`config.mk`:
```
export PLATFORM = sky130hd
export DESIGN_NAME = tdm_channel_sequencer_flat
export DESIGN_NICKNAME = d
export VERILOG_FILES = /design/src/rtl/tdm_channel_sequencer_if.sv /design/src/rtl/tdm_channel_sequencer.sv /design/src/flat_wrapper.sv
export SDC_FILE = /design/constraint.sdc
export NUM_CORES = 1
export LEC_CHECK = 0
export ABC_CLOCK_PERIOD_IN_PS = 2600
export CAP_MARGIN = 25
export CORE_MARGIN = 1
export CORE_UTILIZATION = 44
export CTS_BUF_LIST = sky130_fd_sc_hd__clkbuf_8
export DETAILED_ROUTE_END_ITERATION = 8
export PLACE_DENSITY = 0.78
export SLEW_MARGIN = 20
export SYNTH_ARGS = -nofsm -noshare
export SYNTH_HDL_FRONTEND = slang
export SYNTH_SLANG_ARGS = --single-unit
```
`constraint.sdc`:
```
create_clock -name clk -period 2.6 [get_ports clk]
set_input_delay 0.52 -clock clk [delete_from_list [all_inputs] [get_ports clk]]
set_output_delay 0.52 -clock clk [all_outputs]
set_load 0.03 [all_outputs]
```
`src/rtl/tdm_channel_sequencer_if.sv`:
```
// rtl/tdm_channel_sequencer_if.sv - ADC request/acknowledge and frame status bundle
interface tdm_channel_sequencer_if;
    logic sample_req;
    logic sample_ack;
    logic frame_done;
    logic sample_timeout;

    // Sequencer side: issues requests and status pulses, receives the ADC acknowledge
    modport master (
        output sample_req,
        output frame_done,
        output sample_timeout,
        input  sample_ack
    );

    // ADC side: sees requests and status, returns the acknowledge
    modport slave (
        input  sample_req,
        input  frame_done,
        input  sample_timeout,
        output sample_ack
    );
endinterface

```
`src/rtl/tdm_channel_sequencer.sv`:
```
// rtl/tdm_channel_sequencer.sv - four-channel TDM mux sequencer with dead time, settling and ADC handshake
module tdm_channel_sequencer #(
    parameter int DEAD_W   = 4,
    parameter int SETTLE_W = 8,
    parameter int TO_W     = 10
) (
    input  logic                clk,
    input  logic                RST,
    input  logic                enable,
    input  logic [3:0]          ch_en,
    input  logic [DEAD_W-1:0]   dead_cycles,
    input  logic [SETTLE_W-1:0] settle_cycles,
    tdm_channel_sequencer_if.master adc,
    output logic                CH1,
    output logic                CH2,
    output logic                CH3,
    output logic                CH4,
    output logic [1:0]          ch_id,
    output logic                busy
);
    localparam int CNT_W = (DEAD_W > SETTLE_W) ? DEAD_W : SETTLE_W;
    // Last SAMPLE cycle index before giving up: 2^TO_W-1 cycles in total
    localparam logic [TO_W-1:0] TO_LAST = {{(TO_W-1){1'b1}}, 1'b0};

    typedef enum logic [1:0] {IDLE, DEAD, SETTLE, SAMPLE} state_t;

    state_t              state, state_n;
    logic [1:0]          ptr, ptr_n;
    logic [CNT_W-1:0]    cnt, cnt_n;
    logic [TO_W-1:0]     to_cnt, to_n;
    logic [3:0]          mask, mask_n;
    logic [DEAD_W-1:0]   dead_l, dead_n;
    logic [SETTLE_W-1:0] settle_l, settle_n;
    logic [1:0]          ch_id_n;
    logic                done_n, tmo_n, start_frame;
    logic [CNT_W-1:0]    dead_last, settle_last;
    logic [2:0]          nxt;

    function automatic logic [1:0] lowest_set(input logic [3:0] m);
        logic [1:0] r;
        r = 2'd0;
        for (int i = 3; i >= 0; i--) begin
            if (m[i]) r = 2'(i);
        end
        return r;
    endfunction

    // Returns {found, index} of the next set bit strictly above p
    function automatic logic [2:0] next_above(input logic [3:0] m, input logic [1:0] p);
        logic [2:0] r;
        r = 3'b000;
        for (int i = 3; i >= 0; i--) begin
            if (m[i] && (i > int'(p))) r = {1'b1, 2'(i)};
        end
        return r;
    endfunction

    // Zero-length intervals are stretched to one cycle
    assign dead_last   = (dead_l == '0)   ? '0 : CNT_W'(dead_l) - CNT_W'(1);
    assign settle_last = (settle_l == '0) ? '0 : CNT_W'(settle_l) - CNT_W'(1);
    assign nxt         = next_above(mask, ptr);

    // Next-state, counter and pulse computation
    always_comb begin
        state_n     = state;
        ptr_n       = ptr;
        cnt_n       = cnt;
        to_n        = to_cnt;
        mask_n      = mask;
        dead_n      = dead_l;
        settle_n    = settle_l;
        ch_id_n     = ch_id;
        done_n      = 1'b0;
        tmo_n       = 1'b0;
        start_frame = 1'b0;
        case (state)
            IDLE: begin
                start_frame = enable && (ch_en != 4'b0000);
            end
            DEAD: begin
                if (cnt == dead_last) begin
                    state_n = SETTLE;
                    cnt_n   = '0;
                    ch_id_n = ptr;
                end else begin
                    cnt_n = cnt + CNT_W'(1);
                end
            end
            SETTLE: begin
                if (cnt == settle_last) begin
                    state_n = SAMPLE;
                    cnt_n   = '0;
                    to_n    = '0;
                end else begin
                    cnt_n = cnt + CNT_W'(1);
                end
            end
            SAMPLE: begin
                if (adc.sample_ack || (to_cnt == TO_LAST)) begin
                    tmo_n = !adc.sample_ack;
                    cnt_n = '0;
                    if (nxt[2]) begin
                        ptr_n   = nxt[1:0];
                        state_n = DEAD;
                    end else begin
                        done_n      = 1'b1;
                        state_n     = IDLE;
                        start_frame = enable && (ch_en != 4'b0000);
                    end
                end else begin
                    to_n = to_cnt + TO_W'(1);
                end
            end
            default: state_n = IDLE;
        endcase
        // Configuration is only captured at a frame boundary
        if (start_frame) begin
            state_n  = DEAD;
            mask_n   = ch_en;
            dead_n   = dead_cycles;
            settle_n = settle_cycles;
            ptr_n    = lowest_set(ch_en);
            cnt_n    = '0;
        end
    end

    // State, counters and registered outputs derived from the upcoming state
    always_ff @(posedge clk) begin
        if (RST) begin
            state              <= IDLE;
            ptr                <= 2'd0;
            cnt                <= '0;
            to_cnt             <= '0;
            mask               <= 4'b0000;
            dead_l             <= '0;
            settle_l           <= '0;
            ch_id              <= 2'd0;
            CH1                <= 1'b0;
            CH2                <= 1'b0;
            CH3                <= 1'b0;
            CH4                <= 1'b0;
            busy               <= 1'b0;
            adc.sample_req     <= 1'b0;
            adc.frame_done     <= 1'b0;
            adc.sample_timeout <= 1'b0;
        end else begin
            state              <= state_n;
            ptr                <= ptr_n;
            cnt                <= cnt_n;
            to_cnt             <= to_n;
            mask               <= mask_n;
            dead_l             <= dead_n;
            settle_l           <= settle_n;
            ch_id              <= ch_id_n;
            CH1                <= ((state_n == SETTLE) || (state_n == SAMPLE)) && (ptr_n == 2'd0);
            CH2                <= ((state_n == SETTLE) || (state_n == SAMPLE)) && (ptr_n == 2'd1);
            CH3                <= ((state_n == SETTLE) || (state_n == SAMPLE)) && (ptr_n == 2'd2);
            CH4                <= ((state_n == SETTLE) || (state_n == SAMPLE)) && (ptr_n == 2'd3);
            busy               <= (state_n != IDLE);
            adc.sample_req     <= (state_n == SAMPLE);
            adc.frame_done     <= done_n;
            adc.sample_timeout <= tmo_n;
        end
    end
endmodule
```
`src/flat_wrapper.sv`:
```
// flat-port wrapper written by rule: the top's interface ports become plain ports
module tdm_channel_sequencer_flat 
#(
    parameter int DEAD_W   = 4,
    parameter int SETTLE_W = 8,
    parameter int TO_W     = 10
)
  (clk, RST, enable, ch_en, dead_cycles, settle_cycles, CH1, CH2, CH3, CH4, ch_id, busy, adc_sample_req, adc_frame_done, adc_sample_timeout, adc_sample_ack);
  tdm_channel_sequencer_if adc_i ();
  input  logic clk;
  input  logic RST;
  input  logic enable;
  input  logic [3:0] ch_en;
  input  logic [DEAD_W-1:0] dead_cycles;
  input  logic [SETTLE_W-1:0] settle_cycles;
  output logic CH1;
  output logic CH2;
  output logic CH3;
  output logic CH4;
  output logic [1:0] ch_id;
  output logic busy;
  output wire logic [$bits(adc_i.sample_req)-1:0] adc_sample_req;
  output wire logic [$bits(adc_i.frame_done)-1:0] adc_frame_done;
  output wire logic [$bits(adc_i.sample_timeout)-1:0] adc_sample_timeout;
  input wire logic [$bits(adc_i.sample_ack)-1:0] adc_sample_ack;
  assign adc_sample_req = adc_i.sample_req;
  assign adc_frame_done = adc_i.frame_done;
  assign adc_sample_timeout = adc_i.sample_timeout;
  assign adc_i.sample_ack = adc_sample_ack;
  tdm_channel_sequencer #(.DEAD_W(DEAD_W), .SETTLE_W(SETTLE_W), .TO_W(TO_W)) u_core (.clk(clk), .RST(RST), .enable(enable), .ch_en(ch_en), .dead_cycles(dead_cycles), .settle_cycles(settle_cycles), .adc(adc_i), .CH1(CH1), .CH2(CH2), .CH3(CH3), .CH4(CH4), .ch_id(ch_id), .busy(busy));
endmodule
```
==> results of run 1 <==
==> critical path: cells and delay by family, from the launching register on <==
family                     cells  cell delay [ns]
AOI/OAI and AO/OA              2             0.35
xor gates and xnor gates       1             0.13
adders and majority gates      1             0.15
buffers and inverters          2             0.25
DFF                            1             0.33
and+or+nand+nor                4             1.43
==> cell usage after synthesis (2+ instances only) <==
master,n,area (um^2)
a211oi_1,8,60.06
a211oi_2,2,25.02
a21oi_1,20,100.1
and2_1,3,18.77
and3_2,2,15.01
and4_1,2,17.52
buf_12,2,40.04
buf_2,3,15.01
buf_6,3,33.78
clkbuf_1,4,15.01
clkbuf_8,3,41.29
dfxtp_1,47,940.9
ha_1,9,112.6
inv_1,16,60.06
mux2i_1,15,150.1
nand2_1,16,60.06
nand2b_1,4,25.02
nand3_1,5,25.02
nand3b_1,2,15.01
nand4_1,6,37.54
nor2_1,56,210.2
nor2b_1,5,31.28
nor3_1,8,40.04
nor4_1,4,25.02
o2111ai_1,3,26.28
o21a_1,3,22.52
o21ai_0,7,35.03
o21ai_1,4,20.02
o21bai_1,2,15.01
o22ai_1,2,12.51
o31ai_1,10,75.07
or3_1,2,12.51
or4_1,11,82.58
xnor2_1,8,70.07
xor2_1,5,43.79
==> placed cells by master (no fill, tap or decap), drive strengths merged, types with 9 or more instances in the layout <==
| cell | instances |
|---|---|
| o21ai | 11 |
| nand2 | 16 |
| nor2 | 57 |
| buf | 38 |
| a211oi | 10 |
| or4 | 11 |
| clkdlybuf4s50 | 29 |
| inv | 17 |
| ha | 9 |
| o31ai | 10 |
| nor3 | 9 |
| mux2i | 15 |
| a21oi | 20 |
| dfxtp | 47 |
==> metrics by stage <==
| stage | setup WS, ns | instances | setup TNS, ns | utilization [%] |
|---|---|---|---|---|
| global placement | -0.05746 | 445 | -0.3159 | 54.30 |
| finish | -0.1191 | 460 | -0.8969 | 59.09 |
| detailed placement | -0.1357 | 445 | -1.083 | 54.30 |
| floorplan | 0.001745 | 327 | 0 | - |
| CTS | -0.1156 | 456 | -0.8162 | 57.02 |
| global route | -0.2185 | 460 | -3.017 | 59.09 |
==> layer usage <==
metal / global-route usage (%) / part of all wire, %
met5: 0 / 0
met4: 6.667 / 1.4
met3: 3.000 / 3.4
met2: 32.56 / 50
met1: 24.39 / 46
==> where the power goes <==
part | leakage (nW) | internal [W] | switching [W]
registers | 0.383 | 0.000787 | 0.0000721
clock network | 0.0554 | 0.000278 | 0.000232
logic | 0.897 | 0.000572 | 0.000573
==> kinds of logic after synthesis <==
logic type	count (synthesis)	synth area share (%)
mux	16	5.741
simple gates	136	25.50
fa+ha+maj	9	4.005
buf+inv	32	8.455
xor+xnor	13	4.050
compound gates	74	18.78
flops	47	33.47
==> state kept, by name, summed over array words and instances (netlist names) <==
signal and flops:
u_core.ptr 2, u_core.dead_l 4, u_core.to_cnt 10, u_core.mask 3, u_core.ch_id 2, u_core.CH4 1
u_core.adc.frame_done 1, u_core.cnt 8, u_core.CH3 1, u_core.CH1 1, u_core.state 2, u_core.busy 1
u_core.adc.sample_timeout 1, u_core.settle_l 8, u_core.adc.sample_req 1, u_core.CH2 1
==> path summary, 6_finish.rpt <==
path	end	slack, ns	cells after the start
worst min-delay path	u_core.to_cnt[9]	0.50	2
worst max-delay path	u_core.to_cnt[5]	-0.12	10
worst max register to register	u_core.to_cnt[5]	-0.12	10
worst min register to register	u_core.to_cnt[9]	0.50	2
==> area by class of cell <==
| class | count | share of cell area, % |
|---|---|---|
| clock inverters | 2 | 0.9487 |
| multi-input cells | 248 | 49.58 |
| inverters | 16 | 1.687 |
| well taps | 75 | 2.635 |
| repair buffers | 67 | 16.65 |
| flip-flops and latches | 47 | 26.56 |
| clock buffers | 5 | 1.933 |
==> repair_timing <==
| item | 4_1_cts | 5_1_grt |
|---|---|---|
| pin swaps | 5 | 5 |
| setup buffers | 3 | 5 |
| gates resized for setup | 8 | 19 |
| cloned | 1 | 0 |
| setup endpoints to repair | 10 | 19 |
==> flow_summary.yaml, run 1 <==
run_status:
  status: "complete, but fails checks"
  violations: "setup timing"
place:
  gp_congestion: 0.8436
  dpl-instance-area_um2: 3272
  portBuffers: 29
  place_hpwl_mm: 4.408
sta:
  hold_ws_ns: 0.4958
  min_period_ns: 2.719
  rsz0062_at_grt: "yes"
  setup_violations: 16
  fmax_ghz: 0.3678
  slew_headroom_pct: 69.58
  skew_ns: 0.01450
  worst_pin_slew_ns: 0.4448
  setup_ws_ns: -0.1191
  drv_slew: 0
  final_hold_viol_count: 0
  period_share_pct: 104.6
cts:
  clk_path_buf_depth: 2
  root_buffer: "clkbuf_8"
  cts_hold_buffers: 0
  cts_tree: "built"
  cts_sinks: 47
  h-tree-depth: 2
  clkTransAtPathRegs_ns: 0.09
  worstSkewPairLatency_ns: 0.30
  numCtsBuffers: 5
logic_synthesis:
  avgSynthCellArea_um2: 8.598
  synth_nets: 356
  netlist_area_um2: 2811
  ys.flop_type: "dfxtp_1"
  ys_ff_latch: 47
  synth_edf_count: 0
  ys_warn_count: 0
  ys_seq_area_share_pct: 33.47
  ys_types: 60
  synthArstFlopShare_pct: 0
  netlist_instances: 327
layout:
  syn2layout_area_growth_pct: 26.66
  n_fill_cell: 511
  final_area_um2: 3561
  ff_latch_area_um2: 945.9
  multi_input_area_um2: 1765
  finalNetCount: 414
  diodes: 0
  drive_above_1_share_pct: 23.38
setup_path:
  critPathLaunch: "u_core.settle_l[1]"
  worstPathCellList: "inv_2 > ha_4 > or3b_4 > xnor2_1 > or4_1 > nand3_2 > a41oi_2 > buf_6 > or4_1 > a211oi_2"
  crit_top_cell: "or4_1"
  cp-start-kind: "flop"
  crit_required_ns: 2.81
  criticalPathCategory: "reg -> reg"
  worstPathMaxFanout: 8
  cp.arrival_ns: 2.93
  crit_path_top_delay_cell: "or4_1"
  cp-end-kind: "flop"
  critical_path.max_stage_delay_ns: 0.52
  reg2reg_from: "u_core.settle_l[1]"
pwr:
  power_w: 0.002514
  p_leak_nw: 1.335
  ir_worst_vdd_uv: 470.8
  p_per_area_nw_per_um2: 706.0
grt:
  grt_pass1_vias: 2314
  antenna_found_initial: 0
  grt_max_degree: 22
  track_usage_pct: 19.16
  grt_pass1_wl_mm: 10.06
  grt-ovfl-total: 0
routing:
  route.detailed.drc: 0
  dr_total_vias: 2539
  drtIter0Drc: 93
  wirelength_mm: 6.313
  drt-vias-per-instance: 5.520
  dr.pass1.iters: 4
  ant_nets: 0
  wire_per_inst_um: 13.72
hold_path:
  hp-start: "u_core.to_cnt[9]"
  hold_path_class: "reg -> reg"
run:
  cap_violations: 0
die:
  rows: 28
  die_h_um: 81.94
  start_util_pct: 46.66
  io_pins: 30
  die_w_um: 81.94
  die_area_um2: 6713
  core-area_um2: 6026
Power figures use the tool's default switching activity.
==> run 2: changes to the inputs <==
CORE_MARGIN = default   (was 1)
CORE_UTILIZATION = 50   (was 44)
PLACE_DENSITY = 0.86   (was 0.78)
==> flow_summary.yaml, run 2 (synthesized netlist as in run 1, its figures left out) <==
sta:
  fmax_ghz: 0.3640
  drv_slew: 0
  rsz0062_at_grt: "yes"
  final_hold_viol_count: 0
  setup_violations: 10
  worst_pin_slew_ns: 0.5178
  min_period_ns: 2.747
  period_share_pct: 105.7
  setup_ws_ns: -0.1470
  slew_headroom_pct: 64.59
  skew_ns: 0.004124
hold_path:
  hold_path_class: "reg -> reg"
  whs_path_depth: 2
  whs_endpoint: "u_core.ch_id[1]"
  hp-start: "u_core.ch_id[1]"
layout:
  syn2layout_area_growth_pct: 28.44
  drive_above_1_share_pct: 24.68
  reg.largest.list: "u_core.to_cnt x10, u_core.cnt x8, u_core.settle_l x8"
  top_register: "u_core.to_cnt"
  diodes: 0
  largest_register_ffs: 10
  finalNetCount: 417
  utilization_pct: 68.52
  final_common_cell: "nor2_1"
  layout_common_cells: "56 x nor2_1, 44 x dfxtp_1, 39 x buf_4"
  n_fill_cell: 406
cts:
  cts_hold_buffers: 0
  root_buffer: "clkbuf_8"
  numCtsBuffers: 5
  clk_path_buf_depth: 2
  h-tree-depth: 2
  cts_sinks: 47
  clkTransAtPathRegs_ns: 0.09
  worstSkewPairLatency_ns: 0.30
  cts_tree: "built"
setup_path:
  critPathLaunch: "u_core.settle_l[3]"
  cp.arrival_ns: 2.97
  cp-start-kind: "flop"
  r2r_slack_ns: -0.15
  worstPathMaxFanout: 7
  r2r-end: "u_core.to_cnt[2]"
  ff2ff_path_depth: 10
  criticalPathCategory: "reg -> reg"
  cp-end-kind: "flop"
  reg2reg_from: "u_core.settle_l[3]"
  crit_required_ns: 2.82
die:
  io_pins: 30
  rows: 26
  start_util_pct: 53.35
  die_area_um2: 5927
  die_w_um: 76.99
  core-area_um2: 5270
  die_h_um: 76.99
grt:
  grt_max_degree: 22
  antenna_found_initial: 0
  grt-ovfl-total: 0
  track_usage_pct: 25.74
  grt_pass1_vias: 2669
  grt_pass1_wl_mm: 12.23
place:
  place_ws_ns: -0.1894
  place_hpwl_mm: 4.817
  portBuffers: 29
  gp_congestion: 0.8800
routing:
  dr_total_vias: 2719
  dr.pass1.iters: 4
  wire_per_inst_um: 16.49
  wirelength_mm: 7.569
  route.detailed.drc: 0
  ant_nets: 0
  drtIter0Drc: 157
  drt-vias-per-instance: 5.924
pwr:
  p_per_area_nw_per_um2: 747.7
  p_leak_nw: 1.361
  ir_worst_vdd_uv: 536.4
run_status:
  status: "complete, but fails checks"
  violations: "setup timing"
run:
  cap_violations: 0
## run 2: cell type report
type	count	area [um^2]	share of cell area (%)
Clock buffer	6	82.58	2.287
Clock inverter	2	35.03	0.9702
Inverter	16	60.06	1.663
Multi-Input combinational cell	248	1795	49.72
Sequential cell	47	944.7	26.16
Tap cell	70	87.58	2.426
Timing Repair Buffer	70	605.6	16.77
## run 2: how the worst max path moves through the flow
stage / end / cells past startpoint
after floorplan: u_core.to_cnt[3] / 10
after global placement: u_core.to_cnt[5] / 10
after detailed placement: u_core.to_cnt[5] / 10
after CTS: u_core.to_cnt[2] / 10
after global routing: u_core.to_cnt[2] / 10
final: u_core.to_cnt[2] / 10
## run 2: what timing repair did
item	in CTS	in global routing
gates cloned	1	0
pin swaps	26	10
setup buffers	6	4
resized for setup	17	14
endpoints found under the setup margin	18	21
## run 2: per-layer routing
layer	global-route usage [%]	share of wire [%]	vias up	routed length (um)
met5	0	0	-	0
li1	-	-	1299	-
met2	45.45	50	98	3759
met3	4.524	4.9	27	374
met1	30.14	42	1295	3207
met4	11.70	3.0	0	228
## run 2: critical path: stages, from the launching register on
cell      delay (ns)
dfxtp_1         0.45
or3_1           0.22
buf_4           0.15
nor2_4          0.05
buf_4           0.13
or4_1           0.52
nand3_2         0.12
a41oi_4         0.17
buf_6           0.18
or4_4           0.48
a211oi_2        0.20
## run 2: report_power, final
part / switching (W) / total (W) / leakage, nW / internal [W]
logic: 0.000659 / 0.00127 / 0.917 / 0.000613
registers: 0.0000811 / 0.000868 / 0.383 / 0.000787
clock network: 0.000248 / 0.000560 / 0.0612 / 0.000311
## run 2: metrics by stage
step / cell area [um^2] / power, W / setup TNS [ns] / hold slack (ns) / cells
2_1_floorplan: 2833 / 0.001609 / 0 / 0.4558 / 327
3_3_place_gp: 3266 / 0.001870 / -0.4918 / 0.4771 / 440
3_5_place_dp: 3266 / 0.001914 / -1.481 / 0.4873 / 440
4_1_cts: 3511 / 0.002576 / -0.9771 / 0.5002 / 455
5_1_grt: 3611 / 0.002842 / -1.669 / 0.5534 / 459
6_report: 3611 / 0.002700 / -0.7855 / 0.5078 / 459
==> run 3: changes to the inputs <==
--- a/config.mk
+++ b/config.mk
@@ -9,6 +9,9 @@
 export CAP_MARGIN = 25
-export CORE_UTILIZATION = 50
+export CELL_PAD_IN_SITES_DETAIL_PLACEMENT = 0
+export CELL_PAD_IN_SITES_GLOBAL_PLACEMENT = 1
+export CORE_UTILIZATION = 40
 export CTS_BUF_LIST = sky130_fd_sc_hd__clkbuf_8
 export DETAILED_ROUTE_END_ITERATION = 8
-export PLACE_DENSITY = 0.86
+export GPL_TIMING_DRIVEN = 1
+export PLACE_DENSITY = 0.89
 export SLEW_MARGIN = 20
==> constraint.sdc (replaced) <==
create_clock -name clk -period 2.6 [get_ports clk]
set_input_delay 0.26 -clock clk [delete_from_list [all_inputs] [get_ports clk]]
set_output_delay 0.26 -clock clk [all_outputs]
set_load 0.03 [all_outputs]
==> flow_summary.yaml, run 3 (synthesized netlist as in run 1, its figures left out) <==
run:
  cap_violations: 0
cts:
  clk_path_buf_depth: 2
  root_buffer: "clkbuf_8"
  h-tree-depth: 2
  numCtsBuffers: 5
  cts_tree: "built"
  cts_sinks: 47
  clkTransAtPathRegs_ns: 0.09
  worstSkewPairLatency_ns: 0.30
sta:
  slew_headroom_pct: 49.53
  final_hold_viol_count: 0
  fmax_ghz: 0.3605
  setup_ws_ns: -0.1737
  setup_violations: 18
  period_share_pct: 106.7
  min_period_ns: 2.774
  skew_ns: 0.01096
  rsz0062_at_grt: "yes"
  drv_slew: 0
  worst_pin_slew_ns: 0.7547
setup_path:
  ff2ff_path_depth: 12
  criticalPathCategory: "reg -> reg"
  reg2reg_from: "u_core.settle_l[0]"
  cp.arrival_ns: 2.92
  r2r-end: "u_core.to_cnt[9]"
  cp-end-kind: "flop"
  r2r_slack_ns: -0.17
  crit_required_ns: 2.74
  cp-start-kind: "flop"
  worstPathMaxFanout: 7
grt:
  antenna_found_initial: 0
  grt_pass1_vias: 2304
  grt_max_degree: 21
  track_usage_pct: 17.29
  grt_pass1_wl_mm: 10.27
  grt-ovfl-total: 0
place:
  portBuffers: 29
  gp_congestion: 0.7944
  place_inst: 468
  place_hpwl_mm: 4.610
  dpl-instance-area_um2: 3313
layout:
  final_cells: 482
  n_fill_cell: 641
  diodes: 0
  final_common_cell: "nor2_1"
  top_register: "u_core.to_cnt"
  reg.largest.list: "u_core.to_cnt x10, u_core.cnt x8, u_core.settle_l x8"
  final_area_um2: 3563
  finalNetCount: 414
  layout_common_cells: "56 x nor2_1, 43 x dfxtp_1, 35 x buf_4"
  drive_above_1_share_pct: 23.06
  largest_register_ffs: 10
  syn2layout_area_growth_pct: 26.75
run_status:
  status: "complete, but fails checks"
  violations: "setup timing"
routing:
  ant_nets: 0
  wire_per_inst_um: 13.22
  dr_total_vias: 2569
  route.detailed.drc: 0
  dr.pass1.iters: 4
  drt-vias-per-instance: 5.330
  drtIter0Drc: 70
  wirelength_mm: 6.374
pwr:
  ir_worst_vdd_uv: 422.6
  p_leak_nw: 1.332
  p_per_area_nw_per_um2: 689.4
hold_path:
  hp-start: "u_core.ch_id[1]"
  whs_endpoint: "u_core.ch_id[1]"
  hold_path_class: "reg -> reg"
  whs_path_depth: 2
die:
  io_pins: 30
  die_w_um: 85.84
  start_util_pct: 41.38
  rows: 30
  core-area_um2: 6794
  die_area_um2: 7368
  die_h_um: 85.84
[run 3: cell count changes in the layout (fill, tap and decap cells not counted), sizes merged]
| cell | delta |
|---|---|
| buf | -3 |
| bufinv | -1 |
| clkbuf | +1 |
| clkinv | -1 |
| inv | +1 |
[run 3: cell type report]
cell class	instances	area, um^2	area share (%)
Sequential cell	47	945.9	26.54
Tap cell	96	120.1	3.371
Clock buffer	7	96.34	2.704
Clock inverter	1	3.754	0.1053
Multi-Input combinational cell	248	1757	49.30
Inverter	16	60.06	1.685
Timing Repair Buffer	67	580.6	16.29
[run 3: worst max-delay path by stage]
stage | start | end | slack, ns | cells after the start
after floorplan | u_core.settle_l[0] | u_core.to_cnt[3] | 0.002 | 10
after global placement | u_core.settle_l[1] | u_core.to_cnt[1] | -0.10 | 11
after detailed placement | u_core.settle_l[1] | u_core.to_cnt[1] | -0.14 | 11
after CTS | u_core.settle_l[1] | u_core.to_cnt[7] | -0.11 | 10
after global routing | u_core.settle_l[0] | u_core.to_cnt[9] | -0.32 | 12
final | u_core.settle_l[0] | u_core.to_cnt[9] | -0.17 | 12
[run 3: timing repair]
action                     in CTS  in global routing
hold buffers                    0                  0
cloned                          1                  0
setup endpoints to repair      10                 19
pin swaps                      14                 11
buffers inserted                4                  1
resized for setup              13                 12
[run 3: stage by stage]
step | hold slack [ns] | power (W) | worst slack, ns | util, % | TNS (ns)
4_1_cts | 0.5026 | 0.002455 | -0.1128 | 51.45 | -0.6500
3_3_place_gp | 0.4791 | 0.001902 | -0.1016 | 48.77 | -0.7007
2_1_floorplan | 0.3393 | 0.001609 | 0.001745 | - | 0
6_report | 0.5035 | 0.002457 | -0.1737 | 52.45 | -1.516
5_1_grt | 0.5235 | 0.002611 | -0.3249 | 52.45 | -4.431
3_5_place_dp | 0.4891 | 0.001921 | -0.1410 | 48.77 | -1.202
[run 3: layer usage]
metal | routed length (um) | GRT usage (%) | vias to the layer above
met5 | 0 | 0 | -
met4 | 53 | 5.152 | 0
met3 | 181 | 2.406 | 7
met2 | 3167 | 30.18 | 41
met1 | 2971 | 22.17 | 1224
li1 | - | - | 1297
[run 3: report_power, final]
part / internal [W] / total, W / leakage, nW / switching (W)
clock network: 0.000239 / 0.000475 / 0.0557 / 0.000236
registers: 0.000787 / 0.000859 / 0.383 / 0.0000713
logic: 0.000558 / 0.00112 / 0.893 / 0.000565
[run 3: critical path, stage by stage, from the launching register on]
cell and delay, ns:
dfxtp_2 0.34, inv_2 0.07, ha_4 0.16, or4b_4 0.48
nor2_4 0.16, a22oi_2 0.07, a311oi_2 0.33, a41oi_2 0.20
buf_4 0.18, buf_2 0.14, buf_4 0.15, o31ai_2 0.23
a211oi_2 0.11
